File: config.mk
export PLATFORM = sky130hd
export DESIGN_NAME = hazard_scoreboard_ctrl_flat
export DESIGN_NICKNAME = d
export VERILOG_FILES = /design/src/rtl/hazard_scoreboard_ctrl_if.sv /design/src/rtl/hazard_scoreboard_ctrl.sv /design/src/flat_wrapper.sv
export SDC_FILE = /design/constraint.sdc
export NUM_CORES = 1
export LEC_CHECK = 0
export CAP_MARGIN = 20
export CELL_PAD_IN_SITES_DETAIL_PLACEMENT = 0
export CELL_PAD_IN_SITES_GLOBAL_PLACEMENT = 1
export CORE_MARGIN = 4
export CORE_UTILIZATION = 31
export CTS_CLUSTER_SIZE = 40
export DETAILED_ROUTE_END_ITERATION = 8
export PLACE_DENSITY = 0.88
export SYNTH_ARGS = -nofsm -noshare
export SYNTH_HDL_FRONTEND = slang
export SYNTH_SLANG_ARGS = --single-unit
File: constraint.sdc
create_clock -name clk -period 3.4 [get_ports clk]
set_clock_uncertainty 0.15 [all_clocks]
set_input_delay 0.51 -clock clk [delete_from_list [all_inputs] [get_ports clk]]
set_output_delay 0.51 -clock clk [all_outputs]
set_load 0.005 [all_outputs]
File: src/rtl/hazard_scoreboard_ctrl_if.sv
// Hazard scoreboard interface: stage decode tuples in, stall/forward controls out.
interface hazard_scoreboard_ctrl_if #(
    parameter int REG_AW = 5,
    parameter int T_W    = 2,
    parameter int PERF_W = 16
);
    logic [REG_AW-1:0] rs_d, rt_d;
    logic              use_rs_d, use_rt_d;
    logic [T_W-1:0]    tuse_rs_d, tuse_rt_d;
    logic [REG_AW-1:0] rs_e, rt_e;
    logic              use_rs_e, use_rt_e;
    logic [REG_AW-1:0] rt_m;
    logic              use_rt_m;
    logic [REG_AW-1:0] wa_e, wa_m, wa_w;
    logic              we_e, we_m, we_w;
    logic [T_W-1:0]    tnew_e, tnew_m;
    logic              md_use_d, md_start_e, md_div_e;

    logic              stall, pc_en, d_en, e_flush;
    logic [1:0]        fwd_rs_d, fwd_rt_d, fwd_rs_e, fwd_rt_e;
    logic              fwd_rt_m;
    logic              md_busy;
    logic [PERF_W-1:0] stall_cnt;

    // The datapath side drives the decode tuples and consumes the controls.
    modport master (
        output rs_d, rt_d, use_rs_d, use_rt_d, tuse_rs_d, tuse_rt_d,
               rs_e, rt_e, use_rs_e, use_rt_e, rt_m, use_rt_m,
               wa_e, wa_m, wa_w, we_e, we_m, we_w, tnew_e, tnew_m,
               md_use_d, md_start_e, md_div_e,
        input  stall, pc_en, d_en, e_flush, fwd_rs_d, fwd_rt_d,
               fwd_rs_e, fwd_rt_e, fwd_rt_m, md_busy, stall_cnt
    );

    // The hazard unit side.
    modport slave (
        input  rs_d, rt_d, use_rs_d, use_rt_d, tuse_rs_d, tuse_rt_d,
               rs_e, rt_e, use_rs_e, use_rt_e, rt_m, use_rt_m,
               wa_e, wa_m, wa_w, we_e, we_m, we_w, tnew_e, tnew_m,
               md_use_d, md_start_e, md_div_e,
        output stall, pc_en, d_en, e_flush, fwd_rs_d, fwd_rt_d,
               fwd_rs_e, fwd_rt_e, fwd_rt_m, md_busy, stall_cnt
    );
endinterface

File: src/rtl/hazard_scoreboard_ctrl.sv
// Generic Tnew/Tuse hazard unit for a five-stage pipeline, with an MDU busy
// tracker and a saturating stall-cycle counter.
module hazard_scoreboard_ctrl #(
    parameter int REG_AW   = 5,
    parameter int T_W      = 2,
    parameter int MULT_CYC = 5,
    parameter int DIV_CYC  = 10,
    parameter int MD_CW    = 4,
    parameter int PERF_W   = 16
) (
    input  logic                clk,
    input  logic                rst_n,
    hazard_scoreboard_ctrl_if.slave hz
);
    typedef logic [REG_AW-1:0] addr_t;
    typedef logic [T_W-1:0]    t_t;

    localparam logic [MD_CW-1:0] MULT_LD = MD_CW'(MULT_CYC);
    localparam logic [MD_CW-1:0] DIV_LD  = MD_CW'(DIV_CYC);

    logic [MD_CW-1:0]  md_cnt_q, md_cnt_d;
    logic [PERF_W-1:0] stall_cnt_q, stall_cnt_d;
    logic              stall_c, md_busy_c;
    logic              data_stall, md_stall;
    logic [1:0]        fwd_rs_d_c, fwd_rt_d_c, fwd_rs_e_c, fwd_rt_e_c;
    logic              fwd_rt_m_c;

    // Register 0 is hard-wired zero and must never look like a producer.
    function automatic logic match(input logic we, input addr_t wa, input addr_t s);
        return we && (wa == s) && (s != '0);
    endfunction

    // A source stalls D when a producer in E or M will not have its result
    // ready by the time the D instruction needs it.
    function automatic logic src_stall(input logic use_s, input addr_t s, input t_t tuse,
                                       input logic we_e, input addr_t wa_e, input t_t tnew_e,
                                       input logic we_m, input addr_t wa_m, input t_t tnew_m);
        return use_s && ((match(we_e, wa_e, s) && (tnew_e > tuse)) ||
                         (match(we_m, wa_m, s) && (tnew_m > tuse)));
    endfunction

    // D-stage select: the youngest matching producer wins; if it is not ready
    // yet it still shadows older producers, and the stall protects the read.
    function automatic logic [1:0] d_sel(input logic use_s, input addr_t s,
                                         input logic we_e, input addr_t wa_e, input t_t tnew_e,
                                         input logic we_m, input addr_t wa_m, input t_t tnew_m,
                                         input logic we_w, input addr_t wa_w);
        logic [1:0] sel;
        sel = 2'd0;
        if (!use_s)                        sel = 2'd0;
        else if (match(we_e, wa_e, s))     sel = (tnew_e == '0) ? 2'd1 : 2'd0;
        else if (match(we_m, wa_m, s))     sel = (tnew_m == '0) ? 2'd2 : 2'd0;
        else if (match(we_w, wa_w, s))     sel = 2'd3;
        return sel;
    endfunction

    // E-stage select: a ready M result beats W.
    function automatic logic [1:0] e_sel(input logic use_s, input addr_t s,
                                         input logic we_m, input addr_t wa_m, input t_t tnew_m,
                                         input logic we_w, input addr_t wa_w);
        logic [1:0] sel;
        sel = 2'd0;
        if (use_s && match(we_m, wa_m, s) && (tnew_m == '0)) sel = 2'd1;
        else if (use_s && match(we_w, wa_w, s))              sel = 2'd2;
        return sel;
    endfunction

    // Combinational stall and forward-select generation.
    always_comb begin
        md_busy_c  = hz.md_start_e || (md_cnt_q != '0);
        data_stall = src_stall(hz.use_rs_d, hz.rs_d, hz.tuse_rs_d,
                               hz.we_e, hz.wa_e, hz.tnew_e, hz.we_m, hz.wa_m, hz.tnew_m) ||
                     src_stall(hz.use_rt_d, hz.rt_d, hz.tuse_rt_d,
                               hz.we_e, hz.wa_e, hz.tnew_e, hz.we_m, hz.wa_m, hz.tnew_m);
        md_stall   = hz.md_use_d && md_busy_c;
        stall_c    = data_stall || md_stall;
        fwd_rs_d_c = d_sel(hz.use_rs_d, hz.rs_d, hz.we_e, hz.wa_e, hz.tnew_e,
                           hz.we_m, hz.wa_m, hz.tnew_m, hz.we_w, hz.wa_w);
        fwd_rt_d_c = d_sel(hz.use_rt_d, hz.rt_d, hz.we_e, hz.wa_e, hz.tnew_e,
                           hz.we_m, hz.wa_m, hz.tnew_m, hz.we_w, hz.wa_w);
        fwd_rs_e_c = e_sel(hz.use_rs_e, hz.rs_e, hz.we_m, hz.wa_m, hz.tnew_m, hz.we_w, hz.wa_w);
        fwd_rt_e_c = e_sel(hz.use_rt_e, hz.rt_e, hz.we_m, hz.wa_m, hz.tnew_m, hz.we_w, hz.wa_w);
        fwd_rt_m_c = hz.use_rt_m && match(hz.we_w, hz.wa_w, hz.rt_m);
    end

    // Next-state for the MDU busy counter (a start always reloads) and the
    // stall counter (sticks at all-ones instead of wrapping).
    always_comb begin
        md_cnt_d    = md_cnt_q;
        stall_cnt_d = stall_cnt_q;
        if (hz.md_start_e)        md_cnt_d = hz.md_div_e ? DIV_LD : MULT_LD;
        else if (md_cnt_q != '0)  md_cnt_d = md_cnt_q - 1'b1;
        if (stall_c && (stall_cnt_q != '1)) stall_cnt_d = stall_cnt_q + 1'b1;
    end

    // State registers; reset aborts any MDU busy window immediately.
    always_ff @(posedge clk or negedge rst_n) begin
        if (!rst_n) begin
            md_cnt_q    <= '0;
            stall_cnt_q <= '0;
        end else begin
            md_cnt_q    <= md_cnt_d;
            stall_cnt_q <= stall_cnt_d;
        end
    end

    assign hz.stall     = stall_c;
    assign hz.pc_en     = ~stall_c;
    assign hz.d_en      = ~stall_c;
    assign hz.e_flush   = stall_c;
    assign hz.fwd_rs_d  = fwd_rs_d_c;
    assign hz.fwd_rt_d  = fwd_rt_d_c;
    assign hz.fwd_rs_e  = fwd_rs_e_c;
    assign hz.fwd_rt_e  = fwd_rt_e_c;
    assign hz.fwd_rt_m  = fwd_rt_m_c;
    assign hz.md_busy   = md_busy_c;
    assign hz.stall_cnt = stall_cnt_q;
endmodule

File: src/flat_wrapper.sv
// flat-port wrapper written by rule: the top's interface ports become plain ports
module hazard_scoreboard_ctrl_flat 
#(
    parameter int REG_AW   = 5,
    parameter int T_W      = 2,
    parameter int MULT_CYC = 5,
    parameter int DIV_CYC  = 10,
    parameter int MD_CW    = 4,
    parameter int PERF_W   = 16
)
  (clk, rst_n, hz_rs_d, hz_rt_d, hz_use_rs_d, hz_use_rt_d, hz_tuse_rs_d, hz_tuse_rt_d, hz_rs_e, hz_rt_e, hz_use_rs_e, hz_use_rt_e, hz_rt_m, hz_use_rt_m, hz_wa_e, hz_wa_m, hz_wa_w, hz_we_e, hz_we_m, hz_we_w, hz_tnew_e, hz_tnew_m, hz_md_use_d, hz_md_start_e, hz_md_div_e, hz_stall, hz_pc_en, hz_d_en, hz_e_flush, hz_fwd_rs_d, hz_fwd_rt_d, hz_fwd_rs_e, hz_fwd_rt_e, hz_fwd_rt_m, hz_md_busy, hz_stall_cnt);
  hazard_scoreboard_ctrl_if #(.REG_AW(REG_AW), .T_W(T_W), .PERF_W(PERF_W)) hz_i ();
  input  logic clk;
  input  logic rst_n;
  input wire logic [$bits(hz_i.rs_d)-1:0] hz_rs_d;
  input wire logic [$bits(hz_i.rt_d)-1:0] hz_rt_d;
  input wire logic [$bits(hz_i.use_rs_d)-1:0] hz_use_rs_d;
  input wire logic [$bits(hz_i.use_rt_d)-1:0] hz_use_rt_d;
  input wire logic [$bits(hz_i.tuse_rs_d)-1:0] hz_tuse_rs_d;
  input wire logic [$bits(hz_i.tuse_rt_d)-1:0] hz_tuse_rt_d;
  input wire logic [$bits(hz_i.rs_e)-1:0] hz_rs_e;
  input wire logic [$bits(hz_i.rt_e)-1:0] hz_rt_e;
  input wire logic [$bits(hz_i.use_rs_e)-1:0] hz_use_rs_e;
  input wire logic [$bits(hz_i.use_rt_e)-1:0] hz_use_rt_e;
  input wire logic [$bits(hz_i.rt_m)-1:0] hz_rt_m;
  input wire logic [$bits(hz_i.use_rt_m)-1:0] hz_use_rt_m;
  input wire logic [$bits(hz_i.wa_e)-1:0] hz_wa_e;
  input wire logic [$bits(hz_i.wa_m)-1:0] hz_wa_m;
  input wire logic [$bits(hz_i.wa_w)-1:0] hz_wa_w;
  input wire logic [$bits(hz_i.we_e)-1:0] hz_we_e;
  input wire logic [$bits(hz_i.we_m)-1:0] hz_we_m;
  input wire logic [$bits(hz_i.we_w)-1:0] hz_we_w;
  input wire logic [$bits(hz_i.tnew_e)-1:0] hz_tnew_e;
  input wire logic [$bits(hz_i.tnew_m)-1:0] hz_tnew_m;
  input wire logic [$bits(hz_i.md_use_d)-1:0] hz_md_use_d;
  input wire logic [$bits(hz_i.md_start_e)-1:0] hz_md_start_e;
  input wire logic [$bits(hz_i.md_div_e)-1:0] hz_md_div_e;
  output wire logic [$bits(hz_i.stall)-1:0] hz_stall;
  output wire logic [$bits(hz_i.pc_en)-1:0] hz_pc_en;
  output wire logic [$bits(hz_i.d_en)-1:0] hz_d_en;
  output wire logic [$bits(hz_i.e_flush)-1:0] hz_e_flush;
  output wire logic [$bits(hz_i.fwd_rs_d)-1:0] hz_fwd_rs_d;
  output wire logic [$bits(hz_i.fwd_rt_d)-1:0] hz_fwd_rt_d;
  output wire logic [$bits(hz_i.fwd_rs_e)-1:0] hz_fwd_rs_e;
  output wire logic [$bits(hz_i.fwd_rt_e)-1:0] hz_fwd_rt_e;
  output wire logic [$bits(hz_i.fwd_rt_m)-1:0] hz_fwd_rt_m;
  output wire logic [$bits(hz_i.md_busy)-1:0] hz_md_busy;
  output wire logic [$bits(hz_i.stall_cnt)-1:0] hz_stall_cnt;
  assign hz_i.rs_d = hz_rs_d;
  assign hz_i.rt_d = hz_rt_d;
  assign hz_i.use_rs_d = hz_use_rs_d;
  assign hz_i.use_rt_d = hz_use_rt_d;
  assign hz_i.tuse_rs_d = hz_tuse_rs_d;
  assign hz_i.tuse_rt_d = hz_tuse_rt_d;
  assign hz_i.rs_e = hz_rs_e;
  assign hz_i.rt_e = hz_rt_e;
  assign hz_i.use_rs_e = hz_use_rs_e;
  assign hz_i.use_rt_e = hz_use_rt_e;
  assign hz_i.rt_m = hz_rt_m;
  assign hz_i.use_rt_m = hz_use_rt_m;
  assign hz_i.wa_e = hz_wa_e;
  assign hz_i.wa_m = hz_wa_m;
  assign hz_i.wa_w = hz_wa_w;
  assign hz_i.we_e = hz_we_e;
  assign hz_i.we_m = hz_we_m;
  assign hz_i.we_w = hz_we_w;
  assign hz_i.tnew_e = hz_tnew_e;
  assign hz_i.tnew_m = hz_tnew_m;
  assign hz_i.md_use_d = hz_md_use_d;
  assign hz_i.md_start_e = hz_md_start_e;
  assign hz_i.md_div_e = hz_md_div_e;
  assign hz_stall = hz_i.stall;
  assign hz_pc_en = hz_i.pc_en;
  assign hz_d_en = hz_i.d_en;
  assign hz_e_flush = hz_i.e_flush;
  assign hz_fwd_rs_d = hz_i.fwd_rs_d;
  assign hz_fwd_rt_d = hz_i.fwd_rt_d;
  assign hz_fwd_rs_e = hz_i.fwd_rs_e;
  assign hz_fwd_rt_e = hz_i.fwd_rt_e;
  assign hz_fwd_rt_m = hz_i.fwd_rt_m;
  assign hz_md_busy = hz_i.md_busy;
  assign hz_stall_cnt = hz_i.stall_cnt;
  hazard_scoreboard_ctrl #(.REG_AW(REG_AW), .T_W(T_W), .MULT_CYC(MULT_CYC), .DIV_CYC(DIV_CYC), .MD_CW(MD_CW), .PERF_W(PERF_W)) u_core (.clk(clk), .rst_n(rst_n), .hz(hz_i));
endmodule
==> metrics.txt <==
status completed; final total power roughly 0.0011 W; overall die area 8400 µm²; die width 91.6 µm; Total GRT Usage 0.150; Syn Nets 318; P_leak 1.42 nW; Slew @ Worst Pin a little under 900 ps; Main synth FF type dfrtp_1; initial antenna violation count 0; number of synthesized register bits 20; Period minus WS final 3250 ps; Critical Path RT 2740 ps; WL/cell 14.0 µm; total CTS buffers 3; register area share after synthesis 0.231; CP Launch Type primary input; Yosys cell types 43; Worst R2R End u_core.hz.stall_cnt[12]; Hold Crit Class flop to flop; GR Util met1 0.197; first-pass GRT wire length 10,300 µm; CP arrival 2590 ps; Rows 30; Mapped Area 2170 µm²; grt peak-use layer met2; drt initial violations 63; EDFF count, synth 0; Final #Nets 432; asr flop ratio synth 1.00; H-Tree Depth 1; R2R Setup Slk 840 ps; Worst Setup SP hz_rs_d[2]; DP Wirelength roughly 5600 µm; Die Ht between 90 and 100 µm; drt pass-1 iters 4; Cells after Synth 246; Fin. Hold Viols 0; critical path type primary input to primary output; Finished Layout Cells roughly 460; Cells after DPL about 450; FILL cells between 600 and 700; Post-Place Setup Slack -118 ps; Clock Tree Root clkbuf_8; Routed WL ~6400 µm; Max-slew headroom 0.409; fmax 0.308 GHz; Layout area overhead 58.7%; pwr/cell area between 300 and 400 nW/µm²; post-DR vias/cell between 4 and 5; reg2reg start u_core.md_cnt_q[0]; Tcrit/Tclk final 0.956; commonest non-fill, non-tap cell in the layout clkdlybuf4s50_1; layout cells sized above 1 0.170; Max-cap violations 0; Syn. warnings 0; RSZ-0062 raised after global routing no; I/O Pins 91; GRT Residual Overflow 0; R2R depth 11; clock buffer depth 2; critical-path maximum fanout 3; vias between 2,000 and 2,500; Core ar. 6790 µm²; VDD IR max slightly above 200 µV; worst setup margin 149 ps; critical path endpoint hz_d_en; routing usage on met2 0.257; clk_lat worst skew 260 ps; CTS tree built; syn_area_per_cell 8.81 µm²; commonest cells after routing, fill and taps aside 81 x clkdlybuf4s50_1, 44 x xnor2_1, 33 x buf_4; clk sink count 20; port bufs 90; endpoints failing setup 0; pin count of the biggest net entering global routing 21; # diodes 0; crit end category primary output; Initial Util 0.319; GRT met3 Usage 0.0254; vias in the first global route 2,122; Clock transition at path regs roughly 70 ps; DRT antenna net count 0; routability cong. a little over 0.9; fin. max-slew vios 0; residual DRC count 0
-- how the worst min path moves through the flow --
| stage | cells past startpoint | slack (ps) | end | start |
|---|---|---|---|---|
| floorplan | 0 | 60 | u_core.hz.stall_cnt[0] | rst_n |
| global placement | 1 | 330 | u_core.hz.stall_cnt[9] | u_core.hz.stall_cnt[9] |
| finish | 1 | 350 | u_core.hz.stall_cnt[9] | u_core.hz.stall_cnt[9] |
| global route | 1 | 370 | u_core.hz.stall_cnt[15] | u_core.hz.stall_cnt[15] |
| CTS | 1 | 350 | u_core.hz.stall_cnt[15] | u_core.hz.stall_cnt[15] |
| detailed placement | 1 | 340 | u_core.hz.stall_cnt[9] | u_core.hz.stall_cnt[9] |
-- cells in the mapped netlist, types with 2 or more instances --
| master | number | area, µm² |
|---|---|---|
| xnor2_1 | 44 | 385 |
| xor2_1 | 25 | 219 |
| nand2_1 | 22 | 82.6 |
| dfrtp_1 | 20 | 500 |
| ha_1 | 11 | 138 |
| nand4_1 | 11 | 68.8 |
| clkbuf_1 | 9 | 33.8 |
| inv_1 | 8 | 30.0 |
| nor4_1 | 8 | 50.1 |
| nand3_1 | 7 | 35.0 |
| nor3_1 | 7 | 35.0 |
| a21oi_1 | 6 | 30.0 |
| nor2_1 | 6 | 22.5 |
| nor2b_1 | 6 | 37.5 |
| and3_1 | 4 | 25.0 |
| nor2_2 | 4 | 25.0 |
| nor4b_1 | 4 | 35.0 |
| o211ai_1 | 4 | 30.0 |
| o21ai_0 | 4 | 20.0 |
| nor3b_1 | 3 | 22.5 |
| buf_4 | 2 | 15.0 |
| mux2_2 | 2 | 22.5 |
| mux2_4 | 2 | 30.0 |
| mux2i_1 | 2 | 20.0 |
| nor2_4 | 2 | 22.5 |
| nor3_2 | 2 | 20.0 |
| nor4_2 | 2 | 25.0 |
| or3_1 | 2 | 12.5 |
| or4_1 | 2 | 15.0 |
| or4_4 | 2 | 22.5 |
-- routing by layer --
layer / vias to the layer above / wire, µm
met3: 6 / 312
li1: 1088 / -
met4: 0 / 61
met1: 1000 / 2930
met5: - / 0
met2: 54 / 3060
-- through the flow --
stage | setup TNS [ps] | hold WS (ps) | area (µm²) | utilization
after floorplan | 0 | 64.4 | 2170 | -
after global placement | -302 | 331 | 3350 | 0.492
after detailed placement | -496 | 337 | 3350 | 0.492
after CTS | 0 | 349 | 3410 | 0.502
after global routing | 0 | 365 | 3440 | 0.507
final | 0 | 347 | 3440 | 0.507
-- final cells by class --
type / count / area [µm²] / share of cell area
Multi-Input combinational cell: 204 / 1590 / 0.461
Timing Repair Buffer: 123 / 1150 / 0.334
Sequential cell: 20 / 500 / 0.145
Tap cell: 96 / 120 / 0.0349
Clock buffer: 4 / 55.1 / 0.0160
Inverter: 8 / 30.0 / 0.00872
-- cells by family after synthesis --
family                   Yosys count  share of synthesized area
flip-flops                        20                      0.231
AND/OR/NAND/NOR                  101                      0.296
multiplexers                       6                     0.0335
AO/OA/AOI/OAI                     17                     0.0519
buffers and inverters             22                     0.0456
XOR/XNOR                          69                      0.279
adder cells (fa/ha/maj)           11                     0.0635
-- timing repair --
action / 4_1_cts / 5_1_grt
hold buffers: 0 / 0
buffers inserted: 2 / 1
endpoints found under the setup margin: 8 / 5
pin swaps: 3 / 2
resized for setup: 6 / 7
-- state kept, by name (all words and copies together), names as in the netlist --
signal               count
u_core.md_cnt_q          4
u_core.hz.stall_cnt     16
-- report_power, final --
group	switching, W	internal [W]
logic	0.000200	0.000324
registers	0.0000873	0.000309
clock network	0.0000798	0.000103
total	0.000367	0.000736
-- worst max-delay path, cell delays in order --
cell and delay (ps):
clkdlybuf4s50_1 420, or4_4 550, nor2_4 100, buf_4 130
nor4_2 40, buf_4 140, nor4_4 200, buf_4 160
buf_4 100, dlygate4sd2_1 240
No activity file was read; power rests on OpenSTA's default activity.
